===== config.mk =====
export PLATFORM = sky130hd
export DESIGN_NAME = pose_control_gen2_flat
export DESIGN_NICKNAME = d
export VERILOG_FILES = /design/src/rtl/pose_control_gen2_if.sv /design/src/rtl/pose_control_gen2.sv /design/src/flat_wrapper.sv
export SDC_FILE = /design/constraint.sdc
export NUM_CORES = 2
export LEC_CHECK = 0
export CAP_MARGIN = 0
export CORE_MARGIN = 3
export CORE_UTILIZATION = 40
export CTS_BUF_LIST = sky130_fd_sc_hd__clkbuf_8
export DETAILED_ROUTE_END_ITERATION = 6
export SYNTH_ARGS = -nofsm -noshare
export SYNTH_HDL_FRONTEND = slang
export SYNTH_SLANG_ARGS = --single-unit

===== constraint.sdc =====
create_clock -name clk_in -period 9.61 [get_ports clk_in]
set_clock_uncertainty 0.1 [all_clocks]
set_input_delay 1.4415 -clock clk_in [delete_from_list [all_inputs] [get_ports clk_in]]
set_output_delay 1.4415 -clock clk_in [all_outputs]
set_load 0.02 [all_outputs]

===== src/rtl/pose_control_gen2_if.sv =====
// Pose controller bus: raw buttons and frame pulse in, published pose and status out.
// master = the side that drives buttons/frame_switch, slave = the pose controller.
interface pose_control_gen2_if #(
  parameter int WIDTH = 16
);
  logic [5:0]       btn_in;
  logic             frame_switch;
  logic [WIDTH-1:0] posX;
  logic [WIDTH-1:0] posY;
  logic [WIDTH-1:0] dirX;
  logic [WIDTH-1:0] dirY;
  logic [WIDTH-1:0] planeX;
  logic [WIDTH-1:0] planeY;
  logic             pose_updated;
  logic             busy;

  modport master (
    output btn_in, frame_switch,
    input  posX, posY, dirX, dirY, planeX, planeY, pose_updated, busy
  );

  modport slave (
    input  btn_in, frame_switch,
    output posX, posY, dirX, dirY, planeX, planeY, pose_updated, busy
  );
endinterface


===== src/rtl/pose_control_gen2.sv =====
// Raycaster player pose controller.
// Debounces movement buttons with hold-to-repeat, arbitrates pending events into a
// sequential fixed-point move/rotate engine and publishes the working pose only at
// frame boundaries. Build macro POSE_STRAFE_EN adds the strafe channels btn_in[5:4].
//
// state   | meaning
// S_IDLE  | waiting; publishes on frame_switch/snap_pending, grants next pending channel
// S_MUL   | move: step vector (dir or plane) times MOVE_STEP
// S_ADD   | move: add/subtract product into pos, saturate to [POS_MIN, POS_MAX]
// S_MUL_D | rotate: four products of dir with cos/sin
// S_ADD_D | rotate: combine products into new dir
// S_MUL_P | rotate: four products of plane with cos/sin
// S_ADD_P | rotate: combine products into new plane
module pose_control_gen2 #(
  parameter int               WIDTH         = 16,
  parameter int               FRAC_BITS     = 8,
  parameter logic [15:0]      DEB_CYCLES    = 16'd50000,
  parameter logic [23:0]      REPEAT_DELAY  = 24'd8000000,
  parameter logic [23:0]      REPEAT_PERIOD = 24'd2000000,
  parameter logic [WIDTH-1:0] MOVE_STEP     = 'h0100,
  parameter logic [WIDTH-1:0] ROT_COS       = 'h00B5,
  parameter logic [WIDTH-1:0] ROT_SIN       = 'h00B5,
  parameter logic [WIDTH-1:0] POS_MIN       = 'h0100,
  parameter logic [WIDTH-1:0] POS_MAX       = 'h1700,
  parameter logic [WIDTH-1:0] INIT_POSX     = 'h0180,
  parameter logic [WIDTH-1:0] INIT_POSY     = 'h0180,
  parameter logic [WIDTH-1:0] INIT_DIRX     = 'h0100,
  parameter logic [WIDTH-1:0] INIT_DIRY     = 'h0000,
  parameter logic [WIDTH-1:0] INIT_PLANEX   = 'h0000,
  parameter logic [WIDTH-1:0] INIT_PLANEY   = 'h00A8
) (
  input logic                clk_in,
  input logic                rst_in,
  pose_control_gen2_if.slave bus
);

`ifdef POSE_STRAFE_EN
  localparam int NCH = 6;
`else
  localparam int NCH = 4;
`endif

  localparam logic signed [WIDTH-1:0] K_COS   = $signed(ROT_COS);
  localparam logic signed [WIDTH-1:0] K_SIN   = $signed(ROT_SIN);
  localparam logic signed [WIDTH-1:0] K_SIN_N = -$signed(ROT_SIN);
  localparam logic signed [WIDTH-1:0] K_STEP  = $signed(MOVE_STEP);

  typedef enum logic [2:0] {
    S_IDLE, S_MUL, S_ADD, S_MUL_D, S_ADD_D, S_MUL_P, S_ADD_P
  } state_t;

  // channel index in btn_in order: fwd, bwd, rotL, rotR, strafeL, strafeR
  typedef enum logic [2:0] {
    OP_FWD, OP_BWD, OP_ROTL, OP_ROTR, OP_STRL, OP_STRR
  } op_t;

  state_t state;
  op_t    op;

  logic signed [WIDTH-1:0] pos_x, pos_y, dir_x, dir_y, plane_x, plane_y;
  logic signed [WIDTH-1:0] pub_pos_x, pub_pos_y, pub_dir_x, pub_dir_y, pub_plane_x, pub_plane_y;
  logic signed [WIDTH-1:0] p0, p1, p2, p3;
  logic                    pose_updated_r;
  logic                    snap_pending;

  logic [NCH-1:0] evt;
  logic [NCH-1:0] pend;
  logic [NCH-1:0] grant_vec;
  logic [NCH-1:0] grant_clr;
  op_t            grant_op;

  // Signed Q-format multiply: full-width product, floor shift, truncate.
  function automatic logic signed [WIDTH-1:0] mul_q(input logic signed [WIDTH-1:0] a,
                                                    input logic signed [WIDTH-1:0] b);
    logic signed [2*WIDTH-1:0] p;
    p = $signed({{WIDTH{a[WIDTH-1]}}, a}) * $signed({{WIDTH{b[WIDTH-1]}}, b});
    return WIDTH'(p >>> FRAC_BITS);
  endfunction

  // Position saturation; the sum carries one guard bit so it cannot wrap first.
  function automatic logic signed [WIDTH-1:0] clamp_pos(input logic signed [WIDTH:0] s);
    if (s < $signed({1'b0, POS_MIN}))
      return POS_MIN;
    else if (s > $signed({1'b0, POS_MAX}))
      return POS_MAX;
    else
      return WIDTH'(s);
  endfunction

  // Per-channel debounce and hold-to-repeat timers (both down-counters).
  for (genvar i = 0; i < NCH; i++) begin : g_ch
    logic [15:0] deb_cnt;
    logic [23:0] rep_cnt;
    logic        clean;
    logic        clean_q;

    // Clean level follows raw after DEB_CYCLES consecutive differing samples;
    // repeat timer runs only while the clean level stays high.
    always_ff @(posedge clk_in) begin
      if (rst_in) begin
        deb_cnt <= DEB_CYCLES - 16'd1;
        rep_cnt <= '0;
        clean   <= 1'b0;
        clean_q <= 1'b0;
      end else begin
        clean_q <= clean;
        if (bus.btn_in[i] == clean) begin
          deb_cnt <= DEB_CYCLES - 16'd1;
        end else if (deb_cnt == 16'd0) begin
          clean   <= bus.btn_in[i];
          deb_cnt <= DEB_CYCLES - 16'd1;
        end else begin
          deb_cnt <= deb_cnt - 16'd1;
        end

        if (!clean)
          rep_cnt <= '0;
        else if (!clean_q)
          rep_cnt <= REPEAT_DELAY - 24'd1;
        else if (rep_cnt == 24'd0)
          rep_cnt <= REPEAT_PERIOD - 24'd1;
        else
          rep_cnt <= rep_cnt - 24'd1;
      end
    end

    assign evt[i] = clean & (~clean_q | (rep_cnt == 24'd0));
  end

  // Fixed-priority pick among pending channels.
  always_comb begin
    grant_vec = '0;
    grant_op  = OP_FWD;
    if (pend[0]) begin
      grant_vec[0] = 1'b1;
      grant_op     = OP_FWD;
    end else if (pend[1]) begin
      grant_vec[1] = 1'b1;
      grant_op     = OP_BWD;
`ifdef POSE_STRAFE_EN
    end else if (pend[4]) begin
      grant_vec[4] = 1'b1;
      grant_op     = OP_STRL;
    end else if (pend[5]) begin
      grant_vec[5] = 1'b1;
      grant_op     = OP_STRR;
`endif
    end else if (pend[2]) begin
      grant_vec[2] = 1'b1;
      grant_op     = OP_ROTL;
    end else if (pend[3]) begin
      grant_vec[3] = 1'b1;
      grant_op     = OP_ROTR;
    end
  end

  assign grant_clr = (state == S_IDLE) ? grant_vec : '0;

  logic                    op_sub;
  logic                    op_strafe;
  logic signed [WIDTH-1:0] vec_x, vec_y;
  logic signed [WIDTH-1:0] sin_e;
  logic signed [WIDTH:0]   sum_x, sum_y;

  // Operand selection for the active op.
  always_comb begin
    op_sub    = (op == OP_BWD) || (op == OP_STRL);
    op_strafe = (op == OP_STRL) || (op == OP_STRR);
    vec_x     = op_strafe ? plane_x : dir_x;
    vec_y     = op_strafe ? plane_y : dir_y;
    sin_e     = (op == OP_ROTR) ? K_SIN_N : K_SIN;
    if (op_sub) begin
      sum_x = {pos_x[WIDTH-1], pos_x} - {p0[WIDTH-1], p0};
      sum_y = {pos_y[WIDTH-1], pos_y} - {p1[WIDTH-1], p1};
    end else begin
      sum_x = {pos_x[WIDTH-1], pos_x} + {p0[WIDTH-1], p0};
      sum_y = {pos_y[WIDTH-1], pos_y} + {p1[WIDTH-1], p1};
    end
  end

  // Engine FSM, pending bits, working pose and frame-synchronous publish.
  always_ff @(posedge clk_in) begin
    if (rst_in) begin
      state          <= S_IDLE;
      op             <= OP_FWD;
      pend           <= '0;
      snap_pending   <= 1'b0;
      pose_updated_r <= 1'b0;
      p0             <= '0;
      p1             <= '0;
      p2             <= '0;
      p3             <= '0;
      pos_x          <= INIT_POSX;
      pos_y          <= INIT_POSY;
      dir_x          <= INIT_DIRX;
      dir_y          <= INIT_DIRY;
      plane_x        <= INIT_PLANEX;
      plane_y        <= INIT_PLANEY;
      pub_pos_x      <= INIT_POSX;
      pub_pos_y      <= INIT_POSY;
      pub_dir_x      <= INIT_DIRX;
      pub_dir_y      <= INIT_DIRY;
      pub_plane_x    <= INIT_PLANEX;
      pub_plane_y    <= INIT_PLANEY;
    end else begin
      pose_updated_r <= 1'b0;
      // a new event on the channel being granted stays pending
      pend <= (pend & ~grant_clr) | evt;

      if (state != S_IDLE && bus.frame_switch)
        snap_pending <= 1'b1;

      case (state)
        S_IDLE: begin
          // publish uses the pose as it stands before any op granted this cycle
          if (bus.frame_switch || snap_pending) begin
            snap_pending   <= 1'b0;
            pose_updated_r <= {pub_pos_x, pub_pos_y, pub_dir_x, pub_dir_y, pub_plane_x, pub_plane_y}
                           != {pos_x, pos_y, dir_x, dir_y, plane_x, plane_y};
            pub_pos_x      <= pos_x;
            pub_pos_y      <= pos_y;
            pub_dir_x      <= dir_x;
            pub_dir_y      <= dir_y;
            pub_plane_x    <= plane_x;
            pub_plane_y    <= plane_y;
          end
          if (|pend) begin
            op    <= grant_op;
            state <= (grant_op == OP_ROTL || grant_op == OP_ROTR) ? S_MUL_D : S_MUL;
          end
        end
        S_MUL: begin
          p0    <= mul_q(vec_x, K_STEP);
          p1    <= mul_q(vec_y, K_STEP);
          state <= S_ADD;
        end
        S_ADD: begin
          pos_x <= clamp_pos(sum_x);
          pos_y <= clamp_pos(sum_y);
          state <= S_IDLE;
        end
        S_MUL_D: begin
          p0    <= mul_q(dir_x, K_COS);
          p1    <= mul_q(dir_y, sin_e);
          p2    <= mul_q(dir_x, sin_e);
          p3    <= mul_q(dir_y, K_COS);
          state <= S_ADD_D;
        end
        S_ADD_D: begin
          dir_x <= p0 - p1;
          dir_y <= p2 + p3;
          state <= S_MUL_P;
        end
        S_MUL_P: begin
          p0    <= mul_q(plane_x, K_COS);
          p1    <= mul_q(plane_y, sin_e);
          p2    <= mul_q(plane_x, sin_e);
          p3    <= mul_q(plane_y, K_COS);
          state <= S_ADD_P;
        end
        S_ADD_P: begin
          plane_x <= p0 - p1;
          plane_y <= p2 + p3;
          state   <= S_IDLE;
        end
        default: state <= S_IDLE;
      endcase
    end
  end

  assign bus.posX         = pub_pos_x;
  assign bus.posY         = pub_pos_y;
  assign bus.dirX         = pub_dir_x;
  assign bus.dirY         = pub_dir_y;
  assign bus.planeX       = pub_plane_x;
  assign bus.planeY       = pub_plane_y;
  assign bus.pose_updated = pose_updated_r;
  assign bus.busy         = (state != S_IDLE);

endmodule

===== src/flat_wrapper.sv =====
// flat-port wrapper written by rule: the top's interface ports become plain ports
module pose_control_gen2_flat 
#(
  parameter int               WIDTH         = 16,
  parameter int               FRAC_BITS     = 8,
  parameter logic [15:0]      DEB_CYCLES    = 16'd50000,
  parameter logic [23:0]      REPEAT_DELAY  = 24'd8000000,
  parameter logic [23:0]      REPEAT_PERIOD = 24'd2000000,
  parameter logic [WIDTH-1:0] MOVE_STEP     = 'h0100,
  parameter logic [WIDTH-1:0] ROT_COS       = 'h00B5,
  parameter logic [WIDTH-1:0] ROT_SIN       = 'h00B5,
  parameter logic [WIDTH-1:0] POS_MIN       = 'h0100,
  parameter logic [WIDTH-1:0] POS_MAX       = 'h1700,
  parameter logic [WIDTH-1:0] INIT_POSX     = 'h0180,
  parameter logic [WIDTH-1:0] INIT_POSY     = 'h0180,
  parameter logic [WIDTH-1:0] INIT_DIRX     = 'h0100,
  parameter logic [WIDTH-1:0] INIT_DIRY     = 'h0000,
  parameter logic [WIDTH-1:0] INIT_PLANEX   = 'h0000,
  parameter logic [WIDTH-1:0] INIT_PLANEY   = 'h00A8
)
  (clk_in, rst_in, bus_btn_in, bus_frame_switch, bus_posX, bus_posY, bus_dirX, bus_dirY, bus_planeX, bus_planeY, bus_pose_updated, bus_busy);
  pose_control_gen2_if #(.WIDTH(WIDTH)) bus_i ();
  input logic clk_in;
  input logic rst_in;
  input wire logic [$bits(bus_i.btn_in)-1:0] bus_btn_in;
  input wire logic [$bits(bus_i.frame_switch)-1:0] bus_frame_switch;
  output wire logic [$bits(bus_i.posX)-1:0] bus_posX;
  output wire logic [$bits(bus_i.posY)-1:0] bus_posY;
  output wire logic [$bits(bus_i.dirX)-1:0] bus_dirX;
  output wire logic [$bits(bus_i.dirY)-1:0] bus_dirY;
  output wire logic [$bits(bus_i.planeX)-1:0] bus_planeX;
  output wire logic [$bits(bus_i.planeY)-1:0] bus_planeY;
  output wire logic [$bits(bus_i.pose_updated)-1:0] bus_pose_updated;
  output wire logic [$bits(bus_i.busy)-1:0] bus_busy;
  assign bus_i.btn_in = bus_btn_in;
  assign bus_i.frame_switch = bus_frame_switch;
  assign bus_posX = bus_i.posX;
  assign bus_posY = bus_i.posY;
  assign bus_dirX = bus_i.dirX;
  assign bus_dirY = bus_i.dirY;
  assign bus_planeX = bus_i.planeX;
  assign bus_planeY = bus_i.planeY;
  assign bus_pose_updated = bus_i.pose_updated;
  assign bus_busy = bus_i.busy;
  pose_control_gen2 #(.WIDTH(WIDTH), .FRAC_BITS(FRAC_BITS), .DEB_CYCLES(DEB_CYCLES), .REPEAT_DELAY(REPEAT_DELAY), .REPEAT_PERIOD(REPEAT_PERIOD), .MOVE_STEP(MOVE_STEP), .ROT_COS(ROT_COS), .ROT_SIN(ROT_SIN), .POS_MIN(POS_MIN), .POS_MAX(POS_MAX), .INIT_POSX(INIT_POSX), .INIT_POSY(INIT_POSY), .INIT_DIRX(INIT_DIRX), .INIT_DIRY(INIT_DIRY), .INIT_PLANEX(INIT_PLANEX), .INIT_PLANEY(INIT_PLANEY)) u_core (.clk_in(clk_in), .rst_in(rst_in), .bus(bus_i));
endmodule

---- After elaboration in Yosys (flattened, before gate mapping) ----
Index checks and enable logic that the tools add are counted.
word-level totals
  output and inout bits ................... 98
  register bits ........................... 436
  input bits .............................. 9
  word-level logic and storage cells ...... 194
operators by class
  equal/unequal tests ..................... 18
  $mul .................................... 8
  bitwise operators ....................... 25
  add/subtract/negate cells ............... 14
  reduce and logical (&&, ||, !) cells .... 41
  $lt $le $gt $ge ......................... 4
  muxes and demuxes ....................... 39
operators with widths
  operator                                                         count
  2-to-1 mux 23 bit                                                8
  2-to-1 mux 16 bit                                                7
  logical NOT 24 bit                                               4
  multiplier 16 x 16 -> 24 bit                                     4
  multiplier 16 x 9 -> 24 bit, second input constant               4
  != test 96 bit                                                   1
  one-hot mux 16 bit (3 select lines)                              2
  subtractor 24 x 1 -> 24 bit, second input constant               4
  logical NOT 16 bit                                               4
  one-hot mux 16 bit (2 select lines)                              2
  subtractor 16 x 1 -> 16 bit, second input constant               4
  adder 16 x 16 -> 17 bit                                          2
  greater-than comparator 17 x 14 -> 1 bit, second input constant  2
  < comparator 17 x 10 -> 1 bit, second input constant             2
  2-to-1 mux 17 bit                                                2
  subtractor 16 x 16 -> 17 bit                                     2
  OR reduction 3 bit                                               9
  OR reduction 4 bit                                               5
  adder 16 bit                                                     1
  subtractor 16 bit                                                1
  == test 3 x 2 -> 1 bit, second input constant                    5
  == test 3 bit, second input constant                             5
  2-to-1 mux 3 bit                                                 5
  one-hot mux 3 bit (5 select lines)                               1
  19 further kinds                                                 63

---- Longest topological paths before layout ----
  depth in word-level cells ............... 9
  gate-level depth with buffers ........... 29
  depth with buffers taken out ............ 27

---- Worst setup path after synthesis ----
OpenSTA, ideal clock, no wires.
  path kind ............................... flip-flop to flip-flop
  start ................................... reg u_core.op[1]
  end ..................................... reg u_core.p2[13]
  required time ........................... 9.450 ns
  slack ................................... 2.626 ns
  cell stages (with the launch flop) ...... 26
  buffers on the path ..................... 3
  period minus slack after synthesis ...... 6.984 ns
  data arrival time ....................... 6.824 ns
  cell sequence ........................... dfxtp_1 > nand2_1 > inv_1 > clkbuf_1 > buf_1 > clkbuf_1 > nand2_1 > nand2_1 > ha_1 > fa_1 > fa_1 > inv_1 > fa_1 > fa_1 > fa_1 > inv_1 > ha_1 > or4_1 > nor2b_1 > a22oi_1 > nand2_1 > o2111ai_1 > a31oi_1 > o21a_1 > o21ai_0 > o2111a_1
on the way
  cells in the longest elaborated chain, start to end .. 4
  elaborated cells between the ends (all ways) .. 5
  classes of those cells .................. 2 x mul; 1 x eq/ne; 2 x mux
RTL lines
  what                                     RTL line                  RTL
  start, declared                          pose_control_gen2.sv:58   op_t op;
  start signal, assigned                   pose_control_gen2.sv:228  op <= grant_op;
  == test 3 x 2 -> 1 bit (*)               pose_control_gen2.sv:171  sin_e = (op == OP_ROTR) ? K_SIN_N : K_SIN;
  2-to-1 mux 16 bit (*)                    pose_control_gen2.sv:171
  multiplier 16 x 16 -> 24 bit             pose_control_gen2.sv:76   p = $signed({{WIDTH{a[WIDTH-1]}}, a}) * $signed({{WIDTH{b[WIDTH-1]}}, b});
  one-hot mux 16 bit (2 select lines) (*)  pose_control_gen2.sv:213  case (state)
  end signal, assigned                     pose_control_gen2.sv:245  p2 <= mul_q(dir_x, sin_e);
  end signal, assigned                     pose_control_gen2.sv:257  p2 <= mul_q(plane_x, sin_e);
  end, declared                            pose_control_gen2.sv:62   logic signed [WIDTH-1:0] p0, p1, p2, p3;
Every way passes the cells marked *; elsewhere a longest branch is shown, timed or not.
A chain may end at the register's enable or synchronous reset.

---- Worst setup path in the final report ----
  start ................................... reg u_core.op[0]
  end ..................................... reg u_core.p2[13]
Same word-level chain as after synthesis.

==> results.json <==
{
  "core_um2": 136000,
  "vias": 41811,
  "place_hpwl_um": 126000,
  "route.detailed.drc": 0,
  "die_w_um": 376,
  "crit_type": "reg2reg",
  "finalMaxSlewViolations": 0,
  "synth_top_family_by_area": "adder cells",
  "hold_viol": 0,
  "switching_share_pct": 24.8,
  "setup_violations": 0,
  "place_ws_ns": 1.74,
  "start_util_pct": 40.3,
  "drtIter0Drc": 2708,
  "final_common_cell": "inv_1",
  "wl_per_cell_um": 19.8,
  "power_frac_seq_pct": 49.2,
  "status": "finished, final reports clean",
  "yosys.area_share.adder_pct": 44.6,
  "htreeDepth": 3,
  "ys.warnings.count": 0,
  "grt-ovfl-total": 0,
  "drive_above_1_share_pct": 4.83,
  "dr.pass1.iters": 6,
  "cp.arrival_ns": 8.45,
  "cts_tree": "yes",
  "synth.distinct_cells": 78,
  "end_kind": "register",
  "ys_async_sr_fraction_pct": 0,
  "final.setup.tns_ns": 0,
  "yosys.area_share.simple_pct": 12.7,
  "finalWorstSetupSlack_ns": 1.67,
  "ant_nets": 0,
  "synth-seq-cells": 435,
  "synth_mux_area_share_pct": 0.421,
  "fin_nets": 7604,
  "p_total_w": 0.00368,
  "rsz0062_at_grt": "false",
  "fp.dieH_um": 376,
  "tightest_slew_ns": 1.08,
  "grt_max_degree": 82,
  "final.period_utilization_pct": 82.6,
  "wl_um": 157000,
  "cts_setup_buffers": 0,
  "max_clock_freq_mhz": 126,
  "track_usage_pct": 22.5,
  "hold_buffers": 0,
  "synth_edf_count": 0,
  "cts-resized-gates": 0,
  "grt_antenna_before_repair": 5,
  "mostFrequentLayoutCells": "inv_1 (1109), fa_1 (753), ha_1 (743), nand2_1 (540), dfxtp_1 (435)",
  "grt_pass1_wl_um": 248000,
  "hold_path_class": "reg2reg",
  "comb_power_share_pct": 2.4,
  "maxCapViolCount": 0,
  "worst_slew_margin_rel_pct": 27.8,
  "synth_area_um2": 54700,
  "peakVddDrop_mv": 0.124,
  "crit_fanout": 25,
  "layout_min_cycle_time_ns": 7.94,
  "final_area_um2": 59200,
  "synth_compound_area_share_pct": 9.93,
  "syn2layout_area_growth_pct": 8.29,
  "power.leakage_nw": 30.7,
  "grt_pass1_vias": 42803,
  "clkPwrFrac_pct": 48.3,
  "port_buffers": 104,
  "clk_pin_slew_ns": 0.06,
  "synth-xor-area-share_pct": 7.12,
  "powerDensity_nw_per_um2": 62.1,
  "placed_area_um2": 57700,
  "synthFlopType": "dfxtp_1",
  "cp.required_ns": 10.13,
  "gp_congestion": 0.916,
  "dieArea_um2": 141000,
  "via_per_inst": 5.27,
  "numCtsBuffers": 77,
  "seq_area_frac_synth_pct": 15.9,
  "syn_avg_cell_area_um2": 8.99,
  "syn_inst": 6085,
  "worst_setup_path_start_kind": "register",
  "switchingPower_w": 0.000911,
  "p_int_w": 0.00277,
  "clock-sinks": 435,
  "insertion_delay_ns": 0.70,
  "ios": 107,
  "max-clock-path-buffers": 3,
  "rows": 135,
  "cts_root_buffer": "clkbuf_8"
}
==> worst paths after layout <==
path                                           to                                 start  slack, ns  depth (start not counted)
max                    u_core.p2[13]$_SDFFE_PP0N_             u_core.op[0]$_SDFFE_PP0P_       1.67                         24
min          u_core.g_ch[0].deb_cnt[0]$_SDFF_PP1_  u_core.g_ch[0].deb_cnt[0]$_SDFF_PP1_       0.30                          1
max reg2reg            u_core.p2[13]$_SDFFE_PP0N_             u_core.op[0]$_SDFFE_PP0P_       1.67                         24
min reg2reg  u_core.g_ch[0].deb_cnt[0]$_SDFF_PP1_  u_core.g_ch[0].deb_cnt[0]$_SDFF_PP1_       0.30                          1
==> cell usage after synthesis (28+ instances only) <==
cell type  count  area (um2)
and2_1        67         419
nand2_1      541        2030
nor3_1       100         500
xnor2_1      271        2370
dfxtp_1      435        8710
ha_1         743        9300
nor4_1        51         319
nand2b_1      43         269
xor2_1       171        1500
clkbuf_1     251         942
a21oi_1      338        1690
fa_1         753       15100
a31oi_1       28         175
or3_1         52         325
nand4_1       32         200
inv_1       1087        4080
nand3_1       68         340
a211oi_1      36         270
a21o_1        69         518
o21a_1        36         270
o21ai_0      128         641
nor2_1       333        1250
and3_1        38         238
or2_2         61         382
o31ai_1       28         210
==> worst max-delay path, stage by stage (launching register included) <==
cell and delay [ns]:
dfxtp_1 0.37, nand2_4 0.21, inv_2 0.64, buf_4 0.39, nand2_1 0.29, inv_1 0.31, or2_2 0.20, ha_1 0.26
fa_1 0.48, fa_1 0.54, inv_1 0.05, fa_1 0.55, fa_1 0.44, fa_1 0.49, inv_1 0.05, ha_1 0.21
or4_1 0.52, nor2b_1 0.15, a22oi_1 0.19, nand2_1 0.19, o2111ai_1 0.43, a31oi_1 0.20, o21a_1 0.20, o21ai_0 0.18
o2111a_1 0.20
==> flip-flops by register name, summed over array words and instances (netlist names), 16 cells and up <==
signal / cells
u_core.bus.dirX: 16
u_core.bus.dirY: 16
u_core.bus.planeX: 16
u_core.bus.planeY: 16
u_core.bus.posX: 16
u_core.bus.posY: 16
u_core.dir_x: 16
u_core.dir_y: 16
u_core.g_ch.deb_cnt: 64
u_core.g_ch.rep_cnt: 96
u_core.p0: 16
u_core.p1: 16
u_core.p2: 16
u_core.p3: 16
u_core.plane_x: 16
u_core.plane_y: 16
u_core.pos_x: 16
u_core.pos_y: 16
==> power by group through the flow <==
| stage | Clock (W) | Combinational [W] | Sequential (W) |
|---|---|---|---|
| floorplan | 0 | 0.0000528 | 0.00185 |
| global placement | 0 | 0.0000876 | 0.00185 |
| detailed placement | 0 | 0.0000885 | 0.00185 |
| CTS | 0.00182 | 0.0000889 | 0.00181 |
| global route | 0.00189 | 0.0000973 | 0.00181 |
| finish | 0.00178 | 0.0000901 | 0.00181 |
==> per-stage QoR <==
step	utilization [%]	cells	hold WS, ns
after global placement	42.5	7801	0.282
after floorplan	-	6092	0.271
final	43.7	7933	0.296
after CTS	43.7	7931	0.297
after detailed placement	42.5	7801	0.283
after global routing	43.7	7932	0.317
==> cells by family after synthesis <==
| kind of cell | after synthesis |
|---|---|
| compound gates | 860 |
| flops | 435 |
| simple gates | 1474 |
| mux | 22 |
| other cells | 1 |
| buf+inv | 1354 |
| xor+xnor | 443 |
| fa+ha+maj | 1496 |
==> layer usage <==
| layer | part of all wire (%) | vias up | GRT usage [%] |
|---|---|---|---|
| met2 | 45 | 1266 | 36.4 |
| met5 | 0.0051 | - | 0 |
| met1 | 45 | 20651 | 31.4 |
| li1 | - | 19644 | - |
| met3 | 6.6 | 248 | 3.18 |
| met4 | 3.2 | 2 | 6.69 |
==> area by class of cell <==
| cell class | instances | area (um2) |
|---|---|---|
| Multi-Input combinational cell | 4303 | 40900 |
| Fill cell | 13278 | 76400 |
| Clock inverter | 39 | 272 |
| Timing Repair Buffer | 195 | 1730 |
| Tap cell | 1781 | 2230 |
| Sequential cell | 435 | 8710 |
| Inverter | 1087 | 4080 |
| Antenna cell | 2 | 5.00 |
| Clock buffer | 91 | 1250 |
Note: power is estimated with default switching activity, not from simulation.
